File: src/rtl/core_pkg.sv
// Shared core constants: instruction width, the bubble instruction, and the default reset PC.
package core_pkg;

  localparam int          INST_W           = 32;
  localparam logic [31:0] NOP_INST         = 32'h0000_0013;  // addi x0,x0,0
  localparam logic [31:0] RESET_PC_DEFAULT = 32'h0000_0000;

endpackage : core_pkg

File: src/rtl/sync_fifo.sv
// Single-clock FIFO with combinational head read and a synchronous flush that
// empties it in one edge. Callers must only assert push/pop when legal.
module sync_fifo #(
  parameter int WIDTH = 64,
  parameter int DEPTH = 4
) (
  input  logic                       clk,
  input  logic                       rst,
  input  logic                       push,
  input  logic                       pop,
  input  logic                       flush,
  input  logic [WIDTH-1:0]           wdata,
  output logic [WIDTH-1:0]           rdata,
  output logic [$clog2(DEPTH+1)-1:0] count,
  output logic                       empty,
  output logic                       full
);

  localparam int AW = $clog2(DEPTH);
  localparam int CW = $clog2(DEPTH+1);

  logic [WIDTH-1:0] mem [DEPTH];
  logic [AW-1:0]    wr_ptr_reg, wr_ptr_next;
  logic [AW-1:0]    rd_ptr_reg, rd_ptr_next;
  logic [CW-1:0]    count_reg, count_next;
  logic [DEPTH-1:0] wr_sel;

  // One-hot write enable per entry; flush suppresses any write in the same cycle.
  generate
    for (genvar gi = 0; gi < DEPTH; gi++) begin : g_wsel
      assign wr_sel[gi] = push && !flush && (wr_ptr_reg == AW'(gi));
    end
  endgenerate

  always_ff @(posedge clk) begin
    for (int i = 0; i < DEPTH; i++) begin
      if (wr_sel[i]) mem[i] <= wdata;
    end
  end

  always_comb begin
    wr_ptr_next = wr_ptr_reg;
    rd_ptr_next = rd_ptr_reg;
    count_next  = count_reg;
    if (flush) begin
      wr_ptr_next = '0;
      rd_ptr_next = '0;
      count_next  = '0;
    end else begin
      if (push) wr_ptr_next = wr_ptr_reg + AW'(1);
      if (pop)  rd_ptr_next = rd_ptr_reg + AW'(1);
      case ({push, pop})
        2'b10:   count_next = count_reg + CW'(1);
        2'b01:   count_next = count_reg - CW'(1);
        default: count_next = count_reg;
      endcase
    end
  end

  always_ff @(posedge clk) begin
    if (rst) begin
      wr_ptr_reg <= '0;
      rd_ptr_reg <= '0;
      count_reg  <= '0;
    end else begin
      wr_ptr_reg <= wr_ptr_next;
      rd_ptr_reg <= rd_ptr_next;
      count_reg  <= count_next;
    end
  end

  assign rdata = mem[rd_ptr_reg];
  assign count = count_reg;
  assign empty = (count_reg == '0);
  assign full  = (count_reg == CW'(DEPTH));

endmodule : sync_fifo

File: src/rtl/if_prefetch.sv
// Instruction-fetch front end: owns the PC, fetches one word per cycle into a
// prefetch FIFO, hands entries to decode via valid/ready, and flushes on jump.
module if_prefetch
  import core_pkg::*;
#(
  parameter int                XLEN     = 32,
  parameter logic [XLEN-1:0]   RESET_PC = XLEN'(RESET_PC_DEFAULT),
  parameter int                DEPTH    = 4,
  parameter logic [INST_W-1:0] NOP      = NOP_INST
) (
  input  logic                       clk,
  input  logic                       rst,
  output logic [XLEN-1:0]            rom_addr_o,
  input  logic [INST_W-1:0]          rom_inst_i,
  input  logic                       jump_en_i,
  input  logic [XLEN-1:0]            jump_addr_i,
  input  logic                       id_ready_i,
  output logic                       inst_valid_o,
  output logic [INST_W-1:0]          inst_o,
  output logic [XLEN-1:0]            inst_addr_o,
  output logic [$clog2(DEPTH+1)-1:0] count_o
);

  localparam int WIDTH = XLEN + INST_W;

  logic [XLEN-1:0]  pc_reg, pc_next;
  logic             push, pop;
  logic             fifo_empty, fifo_full;
  logic [WIDTH-1:0] head;

  // A jump blocks both sides; a full FIFO still accepts when decode drains it this cycle.
  assign pop  = !fifo_empty && id_ready_i && !jump_en_i;
  assign push = !jump_en_i && (!fifo_full || pop);

  always_comb begin
    pc_next = pc_reg;
    if (jump_en_i)  pc_next = {jump_addr_i[XLEN-1:2], 2'b00};
    else if (push)  pc_next = pc_reg + XLEN'(4);
  end

  always_ff @(posedge clk) begin
    if (rst) pc_reg <= RESET_PC;
    else     pc_reg <= pc_next;
  end

  sync_fifo #(
    .WIDTH (WIDTH),
    .DEPTH (DEPTH)
  ) u_fifo (
    .clk   (clk),
    .rst   (rst),
    .push  (push),
    .pop   (pop),
    .flush (jump_en_i),
    .wdata ({pc_reg, rom_inst_i}),
    .rdata (head),
    .count (count_o),
    .empty (fifo_empty),
    .full  (fifo_full)
  );

  assign rom_addr_o   = pc_reg;
  assign inst_valid_o = !fifo_empty;
  assign inst_o       = fifo_empty ? NOP : head[INST_W-1:0];
  assign inst_addr_o  = fifo_empty ? '0  : head[WIDTH-1:INST_W];

endmodule : if_prefetch
File: config.mk
export PLATFORM = sky130hd
export DESIGN_NAME = if_prefetch
export DESIGN_NICKNAME = d
export VERILOG_FILES = /design/src/rtl/core_pkg.sv /design/src/rtl/sync_fifo.sv /design/src/rtl/if_prefetch.sv
export SDC_FILE = /design/constraint.sdc
export NUM_CORES = 1
export LEC_CHECK = 0
export CAP_MARGIN = 20
export CORE_ASPECT_RATIO = 0.8
export CORE_MARGIN = 5
export CORE_UTILIZATION = 35
export CTS_CLUSTER_DIAMETER = 200
export DETAILED_ROUTE_END_ITERATION = 8
export GPL_ROUTABILITY_DRIVEN = 0
export SLEW_MARGIN = 20
export SYNTH_ARGS = -nofsm -noshare
export SYNTH_HDL_FRONTEND = slang
export SYNTH_SLANG_ARGS = --single-unit
File: constraint.sdc
create_clock -name clk -period 4.5 [get_ports clk]
set_clock_uncertainty 0.2 [all_clocks]
set_input_delay 0.9 -clock clk [delete_from_list [all_inputs] [get_ports clk]]
set_output_delay 0.9 -clock clk [all_outputs]
set_load 0.005 [all_outputs]
==> flow_metrics.env, run 1 <==
export IMPL_run_status="finished, final reports clean"
export IMPL_clockPowerShare=0.409
export IMPL_crit_arrival_ns=2.97
export IMPL_die_h_um=173
export IMPL_grt_pass1_vias=6795
export IMPL_slew_headroom=0.467
export IMPL_max_freq_mhz=246
export IMPL_cts_tree="yes"
export IMPL_min_from="u_fifo.wr_ptr_reg[1]"
export IMPL_cp_start_kind="register"
export IMPL_dieWidth_um=213
export IMPL_cts_htree_levels=1
export IMPL_ys_types=44
export IMPL_antenna_found_initial=0
export IMPL_fin_nets=922
export IMPL_syn_to_final_growth_pct=28.0
export IMPL_yosys_area_top_type="edfxtp_1"
export IMPL_ys_warn_count=0
export IMPL_fin_ws_ns=0.432
export IMPL_switching_share=0.210
export IMPL_r2r_slack_ns=1.70
export IMPL_crit_family="buffers and inverters"
export IMPL_r2r_start="u_fifo.count[0]"
export IMPL_synth_top_family_by_area="multiplexers"
export IMPL_finalHoldViolations=0
export IMPL_cp_slowest_cell="clkdlybuf4s50_1"
export IMPL_rr_worst_depth=7
export IMPL_holdPathStages=2
export IMPL_peakVddDrop_mv=0.297
export IMPL_cp_required_ns=3.40
export IMPL_crit_fanout=38
export IMPL_design_core_area_um2=32600
export IMPL_p_int_w=0.00461
export IMPL_drt_iter0_drc=456
export IMPL_cts_clk_slew_worst_paths_ns=0.06
export IMPL_vias=6423
export IMPL_cts_hold_buf=0
export IMPL_ioPinCount=168
export IMPL_synth_cells=671
export IMPL_synthSimpleGateAreaFrac=0.0897
export IMPL_ys_ff_latch=287
export IMPL_yosysSeqAreaShare=0.711
export IMPL_synth_xor_xnor_area_share=0.0219
export IMPL_muxShareOfSynthArea=0.125
export IMPL_wl_per_cell_um=20.7
export IMPL_grt_use_total=0.144
export IMPL_min_to="u_fifo.wr_ptr_reg[1]"
export IMPL_setup_viol_count_final=0
export IMPL_clock_latency_ns=0.54
export IMPL_pre_cts_ws_ns=0.755
export IMPL_synth_area_leaders="edfxtp_1 64%, mux4_2 12%, dfxtp_1 6.7%, and2_1 3.5%, xnor2_1 1.2%"
export IMPL_syn_cell_area_um2=11600
export IMPL_r2r_end="u_fifo.mem[0][11]"
export IMPL_wl_um=26900
export IMPL_fin_tns_setup_ns=0
export IMPL_drc=0
export IMPL_slowest_delay_ns=0.52
export IMPL_crit_buf_inv=4
export IMPL_cts_root_buf="clkbuf_16"
export IMPL_drive_above_1_share=0.169
export IMPL_path_cells="inv_1, ha_1, nor2b_2, inv_2, buf_4, and2_1, clkdlybuf4s50_1"
export IMPL_min_path_type="reg -> reg"
export IMPL_die_area_um2=36800
export IMPL_synth_compound_area_share=0.0280
export IMPL_critPathKind="reg -> out"
export IMPL_cts_buffers=30
export IMPL_power_density_nw_per_um2=394
export IMPL_p_leak_nw=4.76
export IMPL_post_dp_hpwl_um=17500
export IMPL_switchingPower_w=0.00122
export IMPL_cp_end_kind="output port"
export IMPL_row_count=59
export IMPL_cts_buffer_depth=3
export IMPL_cap_violations=0
export IMPL_grt_pass1_wl_um=41500
export IMPL_fin_crit_sh=0.904
export IMPL_start_util=0.356
export IMPL_fin_util=0.455
export IMPL_largest_reg_flops=248
export IMPL_synth_area_per_cell_um2=17.2
export IMPL_cts_sinks=287
export IMPL_rsz0062_at_grt="no"
export IMPL_hold_slack_ns=0.303
export IMPL_grt_max_degree=46
export IMPL_diodes=0
export IMPL_slew_violations=0
export IMPL_synth_fa_ha_area_frac=0.00757
export IMPL_port_buffers=161
export IMPL_synth_top_cell_area_share=0.643
export IMPL_drt_pass1_iterations=4
export IMPL_p_seq_frac=0.524
export IMPL_vias_per_cell=4.95
export IMPL_overflow=0
export IMPL_period_needed_ns=4.07
export IMPL_antenna_left=0
export IMPL_tightest_slew_ns=0.798
export IMPL_comb_power_share=0.067
==> Yosys cell counts (all sizes together) <==
library cell and instances:
a21oi 10, o21ai 6, a21boi 1, inv 7, nor3 7, nand2 31
nand4 9, xnor2 16, clkbuf 27, xor2 13, and3 3, o2111ai 3
nand2b 1, and4 3, a311oi 3, o22ai 1, nor2b 4, buf 11
a211o 1, mux2i 5, ha 7, nor3b 1, or4 1, nor4 10
and2 65, conb 1, dfxtp 39, a211oi 17, edfxtp 248, o21a 1
nor4bb 1, or3 1, nor2 32, mux4 62, or2 6, o211ai 3
nand3 14
==> worst min-delay path, delay by kind of cell, from the launching register on <==
| kind | cells | cell delay, ns |
|---|---|---|
| AOI/OAI and AO/OA | 1 | 0.05 |
| DFF | 1 | 0.34 |
| and+or+nand+nor | 1 | 0.07 |
==> through the flow <==
| step | cell area (um^2) | total power (W) | std cells |
|---|---|---|---|
| 3_3_place_gp | 13800 | 0.00351 | 1242 |
| 3_5_place_dp | 13800 | 0.00351 | 1242 |
| 6_report | 14800 | 0.00584 | 1298 |
| 5_1_grt | 14800 | 0.00608 | 1298 |
| 4_1_cts | 14800 | 0.00592 | 1298 |
| 2_1_floorplan | 11600 | 0.00326 | 674 |
==> cell usage in the layout, fill, tap and decap left out, types with 3 or more instances in the layout <==
master | Yosys | final
o2111ai_1 | 3 | 3
clkinv_1 | 0 | 4
and2_1 | 65 | 61
nor2b_1 | 4 | 3
conb_1 | 1 | 4
a311oi_1 | 3 | 3
inv_1 | 6 | 5
mux4_2 | 62 | 62
nand3_1 | 14 | 14
buf_4 | 4 | 8
a211oi_1 | 15 | 15
xor2_1 | 13 | 13
a21oi_1 | 10 | 10
nand2_1 | 31 | 31
edfxtp_1 | 248 | 248
clkdlybuf4s50_1 | 0 | 161
clkbuf_16 | 0 | 31
o211ai_1 | 3 | 3
ha_1 | 7 | 7
nor2_1 | 32 | 32
nor4_1 | 9 | 9
xnor2_1 | 16 | 16
and3_1 | 3 | 3
o21ai_0 | 6 | 6
nor3_1 | 7 | 7
buf_12 | 0 | 10
and2_4 | 0 | 4
or2_2 | 6 | 6
clkbuf_1 | 27 | 7
nand4_1 | 8 | 8
mux2i_1 | 5 | 5
dfxtp_1 | 39 | 37
clkinv_2 | 0 | 7
==> power groups by stage <==
| stage | combinational [W] | sequential [W] | clock (W) |
|---|---|---|---|
| finish | 0.000391 | 0.00306 | 0.00239 |
| global route | 0.000428 | 0.00307 | 0.00258 |
| CTS | 0.000400 | 0.00306 | 0.00246 |
| detailed placement | 0.000399 | 0.00311 | 0 |
| global placement | 0.000397 | 0.00311 | 0 |
| floorplan | 0.000170 | 0.00309 | 0 |
==> kinds of logic after synthesis <==
| group | after synthesis |
|---|---|
| mux | 67 |
| xor+xnor | 29 |
| simple gates | 189 |
| compound gates | 46 |
| buf+inv | 45 |
| flops | 287 |
| other cells | 1 |
| fa+ha+maj | 7 |
==> routing by layer <==
layer	up-vias	wire length, um	GRT usage
met1	3229	12500	0.216
met4	0	518	0.0283
li1	2966	-	-
met2	192	12100	0.221
met3	36	1690	0.0312
met5	-	0	0
==> final cells by class <==
| type | count | area, um^2 |
|---|---|---|
| Clock buffer | 40 | 830 |
| Clock inverter | 16 | 134 |
| Fill cell | 2848 | 17700 |
| Inverter | 7 | 26.3 |
| Multi-Input combinational cell | 342 | 3180 |
| Sequential cell | 287 | 8240 |
| Tap cell | 427 | 534 |
| Timing Repair Buffer | 179 | 1870 |
==> what timing repair did <==
item	in CTS	in global routing
endpoints found under the hold margin	0	0
buffers inserted	0	0
endpoints found under the setup margin	0	23
resized for setup	0	1
==> worst max-delay path by stage <==
stage | startpoint | endpoint | slack (ns) | cells after the start
floorplan | id_ready_i | u_fifo.mem[0][0] | 0.84 | 5
global placement | u_fifo.count[0] | inst_o[9] | 0.83 | 7
detailed placement | u_fifo.count[0] | inst_o[9] | 0.76 | 7
CTS | u_fifo.count[0] | inst_o[9] | 0.16 | 7
global route | u_fifo.count[0] | inst_addr_o[23] | 0.17 | 7
finish | u_fifo.count[0] | inst_o[9] | 0.43 | 7
(Power assumes the default switching activity.)
==> run 2, diff against run 1 <==
- CTS_CLUSTER_SIZE: unset -> 10
==> run 2 against run 1 <==
Routed wire length is 1.1% higher. Global-route usage is 0.18 points higher. Register-to-register slack hardly changed. Clock-buffer cell count is 19 higher. Setup slack worse by 0.11 ns. Critical path depth stayed put. Largest power group unchanged. Die area stayed put. Core utilization hardly changed. First-iteration DRC count is 9.2% lower. Sequential share of layout area is 0.052 points lower. Final area hardly changed.
==> flow_metrics.env, run 2 (synthesis results as in run 1) <==
export IMPL_run_status="finished, final reports clean"
export IMPL_syn_to_final_growth_pct=28.1
export IMPL_slowest_delay_ns=0.55
export IMPL_cts_htree_levels=2
export IMPL_tightest_slew_ns=0.799
export IMPL_drive_above_1_share=0.158
export IMPL_min_path_type="reg -> reg"
export IMPL_place_area_um2=13800
export IMPL_vias_per_cell=4.97
export IMPL_port_buffers=161
export IMPL_cp_required_ns=3.40
export IMPL_cts_buffer_depth=3
export IMPL_antenna_left=0
export IMPL_row_count=59
export IMPL_grt_max_degree=46
export IMPL_final_cells=1303
export IMPL_cts_tree="yes"
export IMPL_cp_slowest_cell="nor2b_1"
export IMPL_slew_headroom=0.467
export IMPL_antenna_found_initial=0
export IMPL_finalHoldViolations=0
export IMPL_cts_resized_gates=0
export IMPL_crit_family="buffers and inverters"
export IMPL_overflow=0
export IMPL_crit_arrival_ns=3.08
export IMPL_drt_iter0_drc=414
export IMPL_fin_crit_sh=0.929
export IMPL_power_density_nw_per_um2=397
export IMPL_cp_end_kind="output port"
export IMPL_cts_hold_buf=0
export IMPL_wl_per_cell_um=20.8
export IMPL_slew_violations=0
export IMPL_clockPowerShare=0.414
export IMPL_cts_root_buf="clkbuf_16"
export IMPL_period_needed_ns=4.18
export IMPL_finalPower_w=0.00589
export IMPL_largest_reg_flops=248
export IMPL_dieWidth_um=213
export IMPL_wl_um=27200
export IMPL_p_seq_frac=0.520
export IMPL_dp_cells=1242
export IMPL_clock_latency_ns=0.49
export IMPL_grt_pass1_vias=6849
export IMPL_fin_util=0.455
export IMPL_crit_fanout=38
export IMPL_comb_power_share=0.066
export IMPL_critPathKind="reg -> out"
export IMPL_p_int_w=0.00466
export IMPL_peakVddDrop_mv=0.188
export IMPL_cap_violations=0
export IMPL_p_leak_nw=4.75
export IMPL_final_area_um2=14800
export IMPL_fin_tns_setup_ns=0
export IMPL_ioPinCount=168
export IMPL_drc=0
export IMPL_path_cells="inv_1, ha_1, nor2b_1, inv_2, buf_4, and2_1, clkdlybuf4s50_1"
export IMPL_start_util=0.356
export IMPL_post_dp_hpwl_um=17500
export IMPL_layout_common_cells="248 x edfxtp_1, 161 x clkdlybuf4s50_1, 62 x mux4_2"
export IMPL_switchingPower_w=0.00123
export IMPL_switching_share=0.208
export IMPL_fin_nets=926
export IMPL_drt_pass1_iterations=5
export IMPL_die_h_um=173
export IMPL_cts_buffers=34
export IMPL_cp_start_kind="register"
export IMPL_cts_sinks=287
export IMPL_vias=6472
export IMPL_rsz0062_at_grt="no"
export IMPL_diodes=0
export IMPL_crit_buf_inv=4
export IMPL_grt_use_total=0.146
export IMPL_cts_clk_slew_worst_paths_ns=0.06
export IMPL_cts_setup_buffers=0
export IMPL_design_core_area_um2=32600
export IMPL_die_area_um2=36800
export IMPL_setup_viol_count_final=0
export IMPL_grt_pass1_wl_um=41800
export IMPL_mostFrequentLayoutCell="edfxtp_1"
export IMPL_max_freq_mhz=239
## run 2: changes by cell type in the layout (fill, tap and decap cells not counted), moves of 2 or more
cell,delta
clkbuf_1,+17
clkinv_2,-6
clkbuf_16,+4
clkinv_1,-4
bufinv_16,-2
clkbuf_8,-2
clkinvlp_4,-2
## run 2: metal layers
metal	vias up	GRT usage	wire, um
met5	-	0	0
met3	36	0.0326	1890
li1	2979	-	-
met2	217	0.221	12200
met4	0	0.0315	434
met1	3240	0.218	12600
## run 2: through the flow
step,setup WS [ns],hold slack [ns]
floorplan,0.840,0.265
global placement,0.826,0.289
detailed placement,0.755,0.296
CTS,0.217,0.304
global route,0.0128,0.329
finish,0.321,0.308
## run 2: worst reg2reg max path: stages, from the launching register on
cell	delay (ns)
dfxtp_1	0.41
inv_1	0.06
ha_1	0.24
nand2_1	0.24
nor2_1	0.18
nor2_1	0.25
and2_4	0.60
buf_4	0.33
## run 2: worst paths after layout
check                            start              endpoint  slack (ns)  cells after the start
hold reg to reg   u_fifo.wr_ptr_reg[1]  u_fifo.wr_ptr_reg[1]        0.31                      2
setup / recovery       u_fifo.count[0]             inst_o[9]        0.32                      7
setup reg to reg       u_fifo.count[0]     u_fifo.mem[0][11]        1.69                      7
hold / removal    u_fifo.wr_ptr_reg[1]  u_fifo.wr_ptr_reg[1]        0.31                      2
## run 2: power groups by stage
| stage | logic (W) | clock network, W | registers, W |
|---|---|---|---|
| after floorplan | 0.000170 | 0 | 0.00309 |
| after global placement | 0.000397 | 0 | 0.00311 |
| after detailed placement | 0.000399 | 0 | 0.00311 |
| after CTS | 0.000401 | 0.00251 | 0.00306 |
| after global routing | 0.000428 | 0.00264 | 0.00307 |
| final | 0.000391 | 0.00244 | 0.00306 |
## run 2: final cells by class
cell class	instances	area, um^2
fill	2858	17700
timing repair buffer	179	1870
tap	427	534
clock inverter	2	13.8
clock buffer	59	966
multi-input combinational	342	3180
sequential	287	8240
inverter	7	26.3
==> run 3, diff against run 2 <==
- ABC_CLOCK_PERIOD_IN_PS: unset -> 4500
- CTS_CLUSTER_DIAMETER: 200 -> unset
==> run 3 against run 2 <==
Sequential cell count unchanged. Die area stayed put. Sequential share of layout area decreased by 0.10 points. Non-clock buffer count unchanged. Sequential power is essentially flat. First-iteration DRC count is 7.5% lower. Total power increased by 0.96%. Clock-buffer cell count fell by 4. Fmax shrank 0.56%. Critical path type unchanged.
==> flow_metrics.env, run 3 (synthesis results as in run 1) <==
export IMPL_die_h_um=173
export IMPL_cts_buffers=35
export IMPL_power_density_nw_per_um2=400
export IMPL_min_to="u_fifo.wr_ptr_reg[1]"
export IMPL_drive_above_1_share=0.161
export IMPL_rr_worst_depth=7
export IMPL_dieWidth_um=213
export IMPL_vias_per_cell=5.00
export IMPL_design_core_area_um2=32600
export IMPL_period_needed_ns=4.20
export IMPL_wl_per_cell_um=20.9
export IMPL_rsz0062_at_grt="no"
export IMPL_fin_crit_sh=0.934
export IMPL_cts_hold_buf=0
export IMPL_cp_required_ns=3.40
export IMPL_grt_pass1_wl_um=41800
export IMPL_row_count=59
export IMPL_start_util=0.356
export IMPL_slowest_delay_ns=0.56
export IMPL_port_buffers=161
export IMPL_setup_viol_count_final=0
export IMPL_path_cells="inv_1, ha_1, nor2b_1, inv_2, buf_4, and2_1, clkdlybuf4s50_1"
export IMPL_crit_arrival_ns=3.10
export IMPL_fin_ws_ns=0.297
export IMPL_finalHoldViolations=0
export IMPL_cp_end_kind="output port"
export IMPL_drt_pass1_iterations=5
export IMPL_antenna_found_initial=0
export IMPL_diodes=0
export IMPL_critPathKind="reg -> out"
export IMPL_nFillCells=2840
export IMPL_layout_common_cells="248 x edfxtp_1, 161 x clkdlybuf4s50_1, 62 x mux4_2"
export IMPL_syn_to_final_growth_pct=28.3
export IMPL_grt_max_degree=46
export IMPL_cts_clk_slew_worst_paths_ns=0.06
export IMPL_ff_latch_area_um2=8240
export IMPL_slew_headroom=0.465
export IMPL_cts_buffer_depth=3
export IMPL_run_status="finished, final reports clean"
export IMPL_wl_um=27200
export IMPL_r2r_slack_ns=1.69
export IMPL_pre_cts_ws_ns=0.755
export IMPL_crit_fanout=38
export IMPL_tightest_slew_ns=0.802
export IMPL_cts_htree_levels=2
export IMPL_r2r_start="u_fifo.count[0]"
export IMPL_cts_root_buf="clkbuf_16"
export IMPL_clock_latency_ns=0.50
export IMPL_drt_iter0_drc=383
export IMPL_multi_input_area_um2=3180
export IMPL_max_freq_mhz=238
export IMPL_drc=0
export IMPL_grt_pass1_vias=6852
export IMPL_ioPinCount=168
export IMPL_p_leak_nw=4.77
export IMPL_overflow=0
export IMPL_fin_tns_setup_ns=0
export IMPL_antenna_left=0
export IMPL_peakVddDrop_mv=0.184
export IMPL_die_area_um2=36800
export IMPL_fin_nets=927
export IMPL_cts_tree="yes"
export IMPL_grt_use_total=0.146
export IMPL_r2r_end="u_fifo.mem[0][22]"
export IMPL_mostFrequentLayoutCell="edfxtp_1"
export IMPL_slew_violations=0
export IMPL_min_path_type="reg -> reg"
export IMPL_cp_slowest_cell="nor2b_1"
export IMPL_fin_util=0.456
export IMPL_cts_resized_gates=0
export IMPL_cts_setup_buffers=0
export IMPL_cp_start_kind="register"
export IMPL_cts_sinks=287
export IMPL_holdPathStages=2
export IMPL_largest_reg_flops=248
export IMPL_cap_violations=0
export IMPL_post_dp_hpwl_um=17500
export IMPL_min_from="u_fifo.wr_ptr_reg[1]"
export IMPL_vias=6491
## run 3: stage by stage
step	total power, W	area, um^2	hold WS (ns)	cells
3_5_place_dp	0.00351	13800	0.296	1242
3_3_place_gp	0.00351	13800	0.289	1242
5_1_grt	0.00619	14900	0.329	1299
6_report	0.00594	14900	0.305	1299
4_1_cts	0.00602	14900	0.304	1299
2_1_floorplan	0.00326	11600	0.265	674
## run 3: where the power goes
group	internal [W]	leakage [nW]	switching, W
clock	0.00150	0.486	0.000987
sequential	0.00299	2.64	0.0000691
combinational	0.000219	1.64	0.000173
## run 3: metal layers
metal,vias to the layer above,track usage,share of wire
met5,-,0,0
met1,3273,0.217,0.47
met3,41,0.0324,0.061
met2,199,0.222,0.45
li1,2978,-,-
met4,0,0.0331,0.018
## run 3: final cells by class
cell class,instances,area share
clock buffers,55,0.0669
clock inverters,2,0.000927
inverters,7,0.00177
multi-input cells,342,0.214
flip-flops and latches,287,0.555
well taps,427,0.0360
repair buffers,179,0.126
## run 3: how the worst max path moves through the flow
stage               cells after the start                to             from  slack, ns
global placement                        7         inst_o[9]  u_fifo.count[0]       0.83
detailed placement                      7         inst_o[9]  u_fifo.count[0]       0.76
floorplan                               5  u_fifo.mem[0][0]       id_ready_i       0.84
finish                                  7         inst_o[9]  u_fifo.count[0]       0.30
global route                            7   inst_addr_o[23]  u_fifo.count[0]       0.02
CTS                                     7         inst_o[9]  u_fifo.count[0]       0.22
## run 3: worst max-delay path, delay by kind of cell (launching register included)
kind          cells  cell delay (ns)
fa+ha+maj         1             0.22
buf+inv           4             1.32
flops             1             0.35
simple gates      2             0.71
